===== config.mk =====
export PLATFORM = sky130hd
export DESIGN_NAME = if_fetch_unit
export DESIGN_NICKNAME = d
export VERILOG_FILES = /design/src/rtl/if_fetch_unit.sv
export SDC_FILE = /design/constraint.sdc
export NUM_CORES = 1
export LEC_CHECK = 0
export ABC_AREA = 1
export BUFFER_PORTS_ARGS = -buffer_cell sky130_fd_sc_hd__buf_4
export CAP_MARGIN = 10
export CORE_MARGIN = 4
export CORE_UTILIZATION = 32
export CTS_CLUSTER_SIZE = 20
export DETAILED_ROUTE_END_ITERATION = 12
export SYNTH_ARGS = -nofsm -noshare
export SYNTH_HDL_FRONTEND = slang
export SYNTH_SLANG_ARGS = --single-unit
export TNS_END_PERCENT = 30

===== constraint.sdc =====
create_clock -name clk -period 2.76 [get_ports clk]
set_input_delay 0.138 -clock clk [delete_from_list [all_inputs] [get_ports clk]]
set_output_delay 0.138 -clock clk [all_outputs]
set_load 0.05 [all_outputs]

===== src/rtl/if_fetch_unit.sv =====
// Instruction fetch stage: credit-limited in-order fetch into a small PC/instruction
// buffer, with redirect flush and draining of stale in-flight responses.
module if_fetch_unit #(
    parameter logic [63:0] RESET_PC   = 64'h0,
    parameter int unsigned FIFO_DEPTH = 4
) (
    input  logic        clk,
    input  logic        rst_n,
    output logic        imem_req_valid,
    input  logic        imem_req_ready,
    output logic [63:0] imem_req_addr,
    input  logic        imem_rsp_valid,
    input  logic [31:0] imem_rsp_data,
    output logic        inst_valid,
    input  logic        inst_ready,
    output logic [31:0] inst_out,
    output logic [63:0] inst_pc,
    input  logic        redirect_valid,
    input  logic [63:0] redirect_pc,
    output logic        misalign_err
);
    localparam int unsigned PW = $clog2(FIFO_DEPTH);
    localparam int unsigned CW = PW + 1;

    typedef struct packed {
        logic [63:0] pc;
        logic [31:0] inst;
    } fetch_entry_t;

    logic [63:0]  fetch_pc_q, fetch_pc_d;
    logic [63:0]  rsp_pc_q, rsp_pc_d;
    logic [CW-1:0] outstanding_q, outstanding_d;
    logic [CW-1:0] drop_cnt_q, drop_cnt_d;
    logic [CW-1:0] count_q, count_d;
    logic [PW-1:0] wr_ptr_q, wr_ptr_d;
    logic [PW-1:0] rd_ptr_q, rd_ptr_d;
    logic          misalign_q, misalign_d;
    logic          active_q;
    fetch_entry_t  fifo_q [FIFO_DEPTH];

    logic req_fire, rsp_stale, push, pop;
    logic [CW:0] credit_used;

    // Requests stay off for the first cycle after reset release and during a redirect.
    assign credit_used    = (CW+1)'(outstanding_q) + (CW+1)'(count_q);
    assign imem_req_valid = active_q && !redirect_valid && (credit_used < (CW+1)'(FIFO_DEPTH));
    assign imem_req_addr  = fetch_pc_q;
    assign req_fire       = imem_req_valid && imem_req_ready;

    assign rsp_stale = (drop_cnt_q != '0);
    assign push      = imem_rsp_valid && !rsp_stale && !redirect_valid;
    assign inst_valid = (count_q != '0);
    assign pop       = inst_valid && inst_ready;

    assign inst_out     = fifo_q[rd_ptr_q].inst;
    assign inst_pc      = fifo_q[rd_ptr_q].pc;
    assign misalign_err = misalign_q;

    always_comb begin
        fetch_pc_d    = fetch_pc_q;
        rsp_pc_d      = rsp_pc_q;
        outstanding_d = outstanding_q + CW'(req_fire) - CW'(imem_rsp_valid);
        drop_cnt_d    = drop_cnt_q;
        count_d       = count_q + CW'(push) - CW'(pop);
        wr_ptr_d      = wr_ptr_q;
        rd_ptr_d      = rd_ptr_q;
        misalign_d    = misalign_q;

        if (req_fire) fetch_pc_d = fetch_pc_q + 64'd4;
        if (imem_rsp_valid && rsp_stale) drop_cnt_d = drop_cnt_q - CW'(1);
        if (push) begin
            rsp_pc_d = rsp_pc_q + 64'd4;
            wr_ptr_d = wr_ptr_q + PW'(1);
        end
        if (pop) rd_ptr_d = rd_ptr_q + PW'(1);

        // Redirect wins: everything still in flight becomes stale and the buffer is emptied.
        if (redirect_valid) begin
            fetch_pc_d = {redirect_pc[63:2], 2'b00};
            rsp_pc_d   = {redirect_pc[63:2], 2'b00};
            drop_cnt_d = outstanding_q - CW'(imem_rsp_valid);
            count_d    = '0;
            wr_ptr_d   = wr_ptr_q;
            rd_ptr_d   = wr_ptr_q;
            if (redirect_pc[1:0] != 2'b00) misalign_d = 1'b1;
        end
    end

    always_ff @(posedge clk or negedge rst_n) begin
        if (!rst_n) begin
            fetch_pc_q    <= RESET_PC;
            rsp_pc_q      <= RESET_PC;
            outstanding_q <= '0;
            drop_cnt_q    <= '0;
            count_q       <= '0;
            wr_ptr_q      <= '0;
            rd_ptr_q      <= '0;
            misalign_q    <= 1'b0;
            active_q      <= 1'b0;
            for (int unsigned i = 0; i < FIFO_DEPTH; i++) fifo_q[i] <= '0;
        end else begin
            fetch_pc_q    <= fetch_pc_d;
            rsp_pc_q      <= rsp_pc_d;
            outstanding_q <= outstanding_d;
            drop_cnt_q    <= drop_cnt_d;
            count_q       <= count_d;
            wr_ptr_q      <= wr_ptr_d;
            rd_ptr_q      <= rd_ptr_d;
            misalign_q    <= misalign_d;
            active_q      <= 1'b1;
            if (push) fifo_q[wr_ptr_q] <= '{pc: rsp_pc_q, inst: imem_rsp_data};
        end
    end

    // Protocol checks: no response into a full buffer, no response without a request.
    always @(posedge clk) begin
        if (rst_n) begin
            assert (!(imem_rsp_valid && count_q == CW'(FIFO_DEPTH)));
            assert (!(imem_rsp_valid && outstanding_q == '0));
        end
    end
endmodule


**Yosys cells after proc, flatten, opt, wreduce, memory -nomap -nowiden**

Index checks and enable logic that the tools add are counted.

- Reductions and logical operators: 19
- Bitwise operators: 3
- $lt $le $gt $ge: 4
- Muxes and demuxes: 15
- Add/sub/neg operators: 11

Operator list:

| cell | count |
|---|---|
| 384-bit bitwise mux | 1 |
| 96-bit 2-to-1 mux | 3 |
| 64-bit 2-to-1 mux | 4 |
| 96-bit binary-select mux with 2-bit select | 1 |
| 96-bit demux with 2-bit select | 1 |
| 64-bit by 3-bit adder with 64-bit output, second input constant | 2 |
| 2-bit nonzero test | 5 |
| 3-bit 2-to-1 mux | 3 |
| 3-bit by 1-bit subtractor with 3-bit output | 3 |
| 1-bit logical AND | 8 |
| 3-bit by 1-bit adder with 3-bit output | 2 |
| 3-bit greater-or-equal comparator, second input constant | 2 |
| 2-bit inverter with 3-bit output | 2 |
| 3-bit nonzero test | 2 |
| 2-bit by 1-bit adder with 2-bit output, second input constant | 2 |
| 3-bit by 3-bit adder with 4-bit output | 1 |
| 4-bit by 3-bit < comparator with 1-bit output, second input constant | 1 |
| 2-bit 2-to-1 mux | 2 |
| 2-bit AND reduction | 2 |
| 3-bit by 1-bit < comparator with 1-bit output, second input constant | 1 |
| 3-bit by 1-bit subtractor with 3-bit output, second input constant | 1 |
| 1-bit zero test | 2 |
| 1-bit inverter | 1 |

- Logic and storage cells: 69
- Output and inout port bits: 163
- Input port bits: 102
- Register bits after elaboration: 527

**Logic depth before layout (Yosys ltp)**

- Word-level depth: 7
- Mapped depth: 12
- Mapped depth without buffers: 12

**Worst setup path after synthesis**

No wires, ideal clock.

- Path type: reg-to-reg
- Start: reg outstanding_q[2]
- End: reg outstanding_q[2]
- Setup time: 0.129 ns
- Slack: -0.300 ns
- Required time: 2.631 ns
- Stages on the path, launching flop included: 12
- Path buffers: 1
- Period minus slack after synthesis: 3.060 ns
- Arrival: 2.931 ns
- Cell sequence: dfrtp_1 -> ha_1 -> or2_1 -> nor3_4 -> nand2_4 -> buf_2 -> ha_1 -> inv_1 -> ha_1 -> fa_1 -> xnor2_1 -> xor2_1

- Cells in the longest elaborated chain, start to end: 6

RTL lines:

| item | line | source |
|---|---|---|
| from (decl) | 32 | `logic [CW-1:0] outstanding_q, outstanding_d;` |
| from (signal assigned) | 104 | `outstanding_q <= outstanding_d;` |
| 3-bit by 3-bit adder with 4-bit output | 45 | `assign credit_used = (CW+1)'(outstanding_q) + (CW+1)'(count_q);` |
| 4-bit by 3-bit < comparator with 1-bit output | 46 | `assign imem_req_valid = active_q && !redirect_valid && (credit_used < (CW+1)'(FIFO_DEPTH));` |
| 1-bit logical AND | 46 |  |
| named net imem_req_valid | 9 | `output logic imem_req_valid,` |
| 1-bit logical AND | 48 | `assign req_fire = imem_req_valid && imem_req_ready;` |
| 3-bit by 1-bit adder with 3-bit output | 62 | `outstanding_d = outstanding_q + CW'(req_fire) - CW'(imem_rsp_valid);` |
| 3-bit by 1-bit subtractor with 3-bit output | 62 |  |
| named net outstanding_d[2] | 32 |  |

The timed path passes the listed nets, and every way through them passes these cells.
A chain may end at the register's enable or synchronous reset.

**Worst setup path after layout**

- Start: reg rd_ptr_q[0]
- End: out inst_pc[56]

- Cells in the longest elaborated chain, start to end: 4

RTL lines:

| item | line | source |
|---|---|---|
| from (decl) | 36 | `logic [PW-1:0] rd_ptr_q, rd_ptr_d;` |
| from (signal assigned) | 108 | `rd_ptr_q <= rd_ptr_d;` |
| 2-bit inverter with 3-bit output (implied by the code) | 56 | `assign inst_pc = fifo_q[rd_ptr_q].pc;` |
| 96-bit binary-select mux with 2-bit select | 56 |  |
| 96-bit 2-to-1 mux (implied by the code) (2 in series) | 56 |  |
| to (decl) | 17 | `output logic [63:0] inst_pc,` |

No other way between the ends. The select of a mux whose other input is x is not followed.

==> flow_summary.toml <==
[logic_synthesis]
synth_edf_count = 0
netlist_area_mm2 = 0.0258
synth.top_cells.by_count = "887 x nand2_1, 625 x o21ai_0, 515 x dfrtp_1"
syn_inst = 3349
synth_ff_type = "dfrtp_1"
yosysSeqAreaShare_pct = 49.9
synthArstFlopShare_pct = 100
synth_top_area_share_pct = 49.9
yosysMostFrequentCell = "nand2_1"
synth_area_per_cell_um2 = 7.71
synth.largest_area_cell = "dfrtp_1"
yosys_warnings = 0
synth-seq-cells = 515
synth_area_leaders = "dfrtp_1 50%, nand2_1 13%, o21ai_0 12%"
yosys.cell_types.count = 43

[detailed_routing]
drt_iter0_markers = 2048
ant_nets = 0
viasPerCell = 5.06
drt-wirelength-per-cell_um = 18.9
dr.pass1.iters = 6
drt-total-wl_mm = 89.5
remaining_drc_errors = 0
vias = 24000

[global_route]
antenna_found_initial = 1
globalRouteMet2Util_pct = 31.7
grt_pass1_vias = 23100
grt_max_degree = 189
grt_use_total_pct = 20.4
grt_pass1_wl_mm = 138
grt_overflow = 0
grt.met1_usage_pct = 28.7
busiest_layer = "met2"
met3_usage_pct = 3.89

[run_status]
status = "finished, final reports clean"

[clock_network]
htree_levels = 2
tritoncts = "built"
clockBufferDepth = 3
cts_buffers = 59
insertion_delay_ps = 670
path_clk_slew_ps = 60
post_cts_buffers = 0
cts_root_buf = "clkbuf_16"
cts_sinks = 515

[power]
p_per_area_mw_per_mm2 = 1100
p_sw_share_pct = 44.9
power.share.clock_pct = 22.7
p_int_mw = 19.3
power_leakage_nw = 14.6
p_switching_mw = 15.7
comb_power_share_pct = 43.4
ir_drop_uv = 641
p_seq_share_pct = 33.9

[timing]
hold_violations = 0
period_share_pct = 93.0
post-route-min-period_ps = 2570
fin_hold_ws_ps = 28.9
slew_headroom_pct = 44.1
rsz0062_at_grt = "false"
fmax_mhz = 390
worst-slew-pin-transition_ps = 838
setup_viol = 0
fin_skew_ps = 46.3
drv_slew = 0

[worst_setup_path]
crit_path_max_fanout = 107
cp-start-kind = "register"
timing.rr.start = "count_q[1]"
timing.reg2reg.setup_slack_ps = 200
crit_type = "register to output pin"
critPathRequiredTime_ps = 2620
cp_data_arrival_time_ps = 2430
critPathCaptureType = "output pin"
rr_endpoint = "imem_req_addr[24]"
rr_worst_depth = 12

[place]
place_area_mm2 = 0.0289
gp_congestion = 0.961
hpwl_mm = 61.0
portBuffers = 260

[flow_run]
cap_violations = 0

[die]
start_util_pct = 32.5
dieArea_mm2 = 0.0853
fp.dieH_um = 292
ios = 265
rows = 103
core-area_mm2 = 0.0795
die_w_um = 292

[final_layout]
fin_area_mm2 = 0.0319
nets = 3756
drive_gt1_share_pct = 11.8
fillerInstances = 8230
area_growth_pct = 23.5

[hold_path]
hold_path.class = "input port to async pin"
## kinds of logic (layout without fill, tap and decap cells)
group | after synthesis | count (layout) | share of synthesized area, %
AOI/OAI and AO/OA | 812 | 812 | 16.8
and+or+nand+nor | 1539 | 1539 | 24.2
DFF | 515 | 515 | 49.9
adders and majority gates | 18 | 18 | 0.930
buffers and inverters | 413 | 744 | 6.41
xor gates and xnor gates | 50 | 50 | 1.70
other | 2 | 6 | 0.0291
## area by class of cell
type	instances	area (um2)	share of cell area (%)
Antenna cell	1	2.50	0.00785
Clock buffer	89	1750	5.49
Clock inverter	19	230	0.722
Inverter	232	885	2.77
Multi-Input combinational cell	2424	11300	35.5
Sequential cell	515	12900	40.4
Tap cell	1050	1310	4.12
Timing Repair Buffer	404	3490	10.9
## placed cells by master, fill, tap and decap left out, drive strengths merged, types with 2 or more instances in the layout
cell,synthesis,final
clkinv,2,14
nor3,38,38
inv,230,230
bufinv,0,2
nand3,149,149
buf,58,305
conb,2,5
a31oi,3,3
or2,2,2
clkinvlp,0,5
o21bai,12,12
nor3b,2,2
o221ai,8,8
xnor2,10,10
o22ai,94,94
ha,16,16
nand3b,2,2
nand2,889,889
a21oi,26,26
nand4,42,42
dfrtp,515,515
o211ai,36,36
nor2,412,412
dlygate4sd3,0,99
fa,2,2
nor4,2,2
o21ai,630,630
xor2,40,40
clkbuf,123,89
## critical path, stage by stage (launching register included)
cell and delay, ps:
dfrtp_4 490, buf_12 370, o21ai_0 190, o22ai_1 370, buf_4 280
## per-layer routing
layer | routed length [um] | vias up
met5 | 13 | -
met4 | 3120 | 2
met3 | 6370 | 169
met2 | 39600 | 762
met1 | 40400 | 11400
li1 | - | 11600
## repair_timing
| action | CTS | global route |
|---|---|---|
| hold buffers | 99 | 0 |
| resized for setup | 1 | 1 |
| hold endpoints to repair | 741 | 0 |
| cloned | 0 | 0 |
| endpoints found under the setup margin | 8 | 1 |
## worst max path at each step
stage | startpoint | slack [ps] | end | cells after the start
finish | rd_ptr_q[0] | 190 | inst_pc[56] | 4
global route | count_q[1] | 10 | imem_req_addr[24] | 12
detailed placement | count_q[1] | 250 | imem_req_addr[24] | 12
floorplan | outstanding_q[2] | -250 | outstanding_q[2] | 11
global placement | outstanding_q[2] | 280 | outstanding_q[2] | 10
CTS | rd_ptr_q[0] | 40 | inst_pc[10] | 5
## power by group through the flow
| stage | sequential, mW | clock, mW | combinational [mW] |
|---|---|---|---|
| CTS | 11.8 | 8.18 | 15.4 |
| detailed placement | 11.9 | 0 | 15.2 |
| finish | 11.9 | 7.95 | 15.2 |
| global route | 12.2 | 8.52 | 16.6 |
| global placement | 11.9 | 0 | 15.1 |
| floorplan | 12.0 | 0 | 9.81 |
## state kept, by name (all words and copies together), names as in the netlist
name,count
outstanding_q,3
active_q,1
rd_ptr_q,2
drop_cnt_q,3
wr_ptr_q,2
misalign_err,1
rsp_pc_q,62
fifo_q,376
imem_req_addr,62
count_q,3
## through the flow
| step | total power [mW] | utilization [%] | setup slack, ps | setup TNS (ps) | std cells |
|---|---|---|---|---|---|
| after floorplan | 21.8 | - | -253 | -352 | 3352 |
| after global placement | 27.0 | 36.4 | 285 | 0 | 4526 |
| after detailed placement | 27.2 | 36.4 | 249 | 0 | 4526 |
| after CTS | 35.4 | 40.1 | 40.8 | 0 | 4733 |
| after global routing | 37.3 | 40.1 | 13.0 | 0 | 4733 |
| final | 35.0 | 40.1 | 193 | 0 | 4734 |
Note: power is estimated with default switching activity, not from simulation.
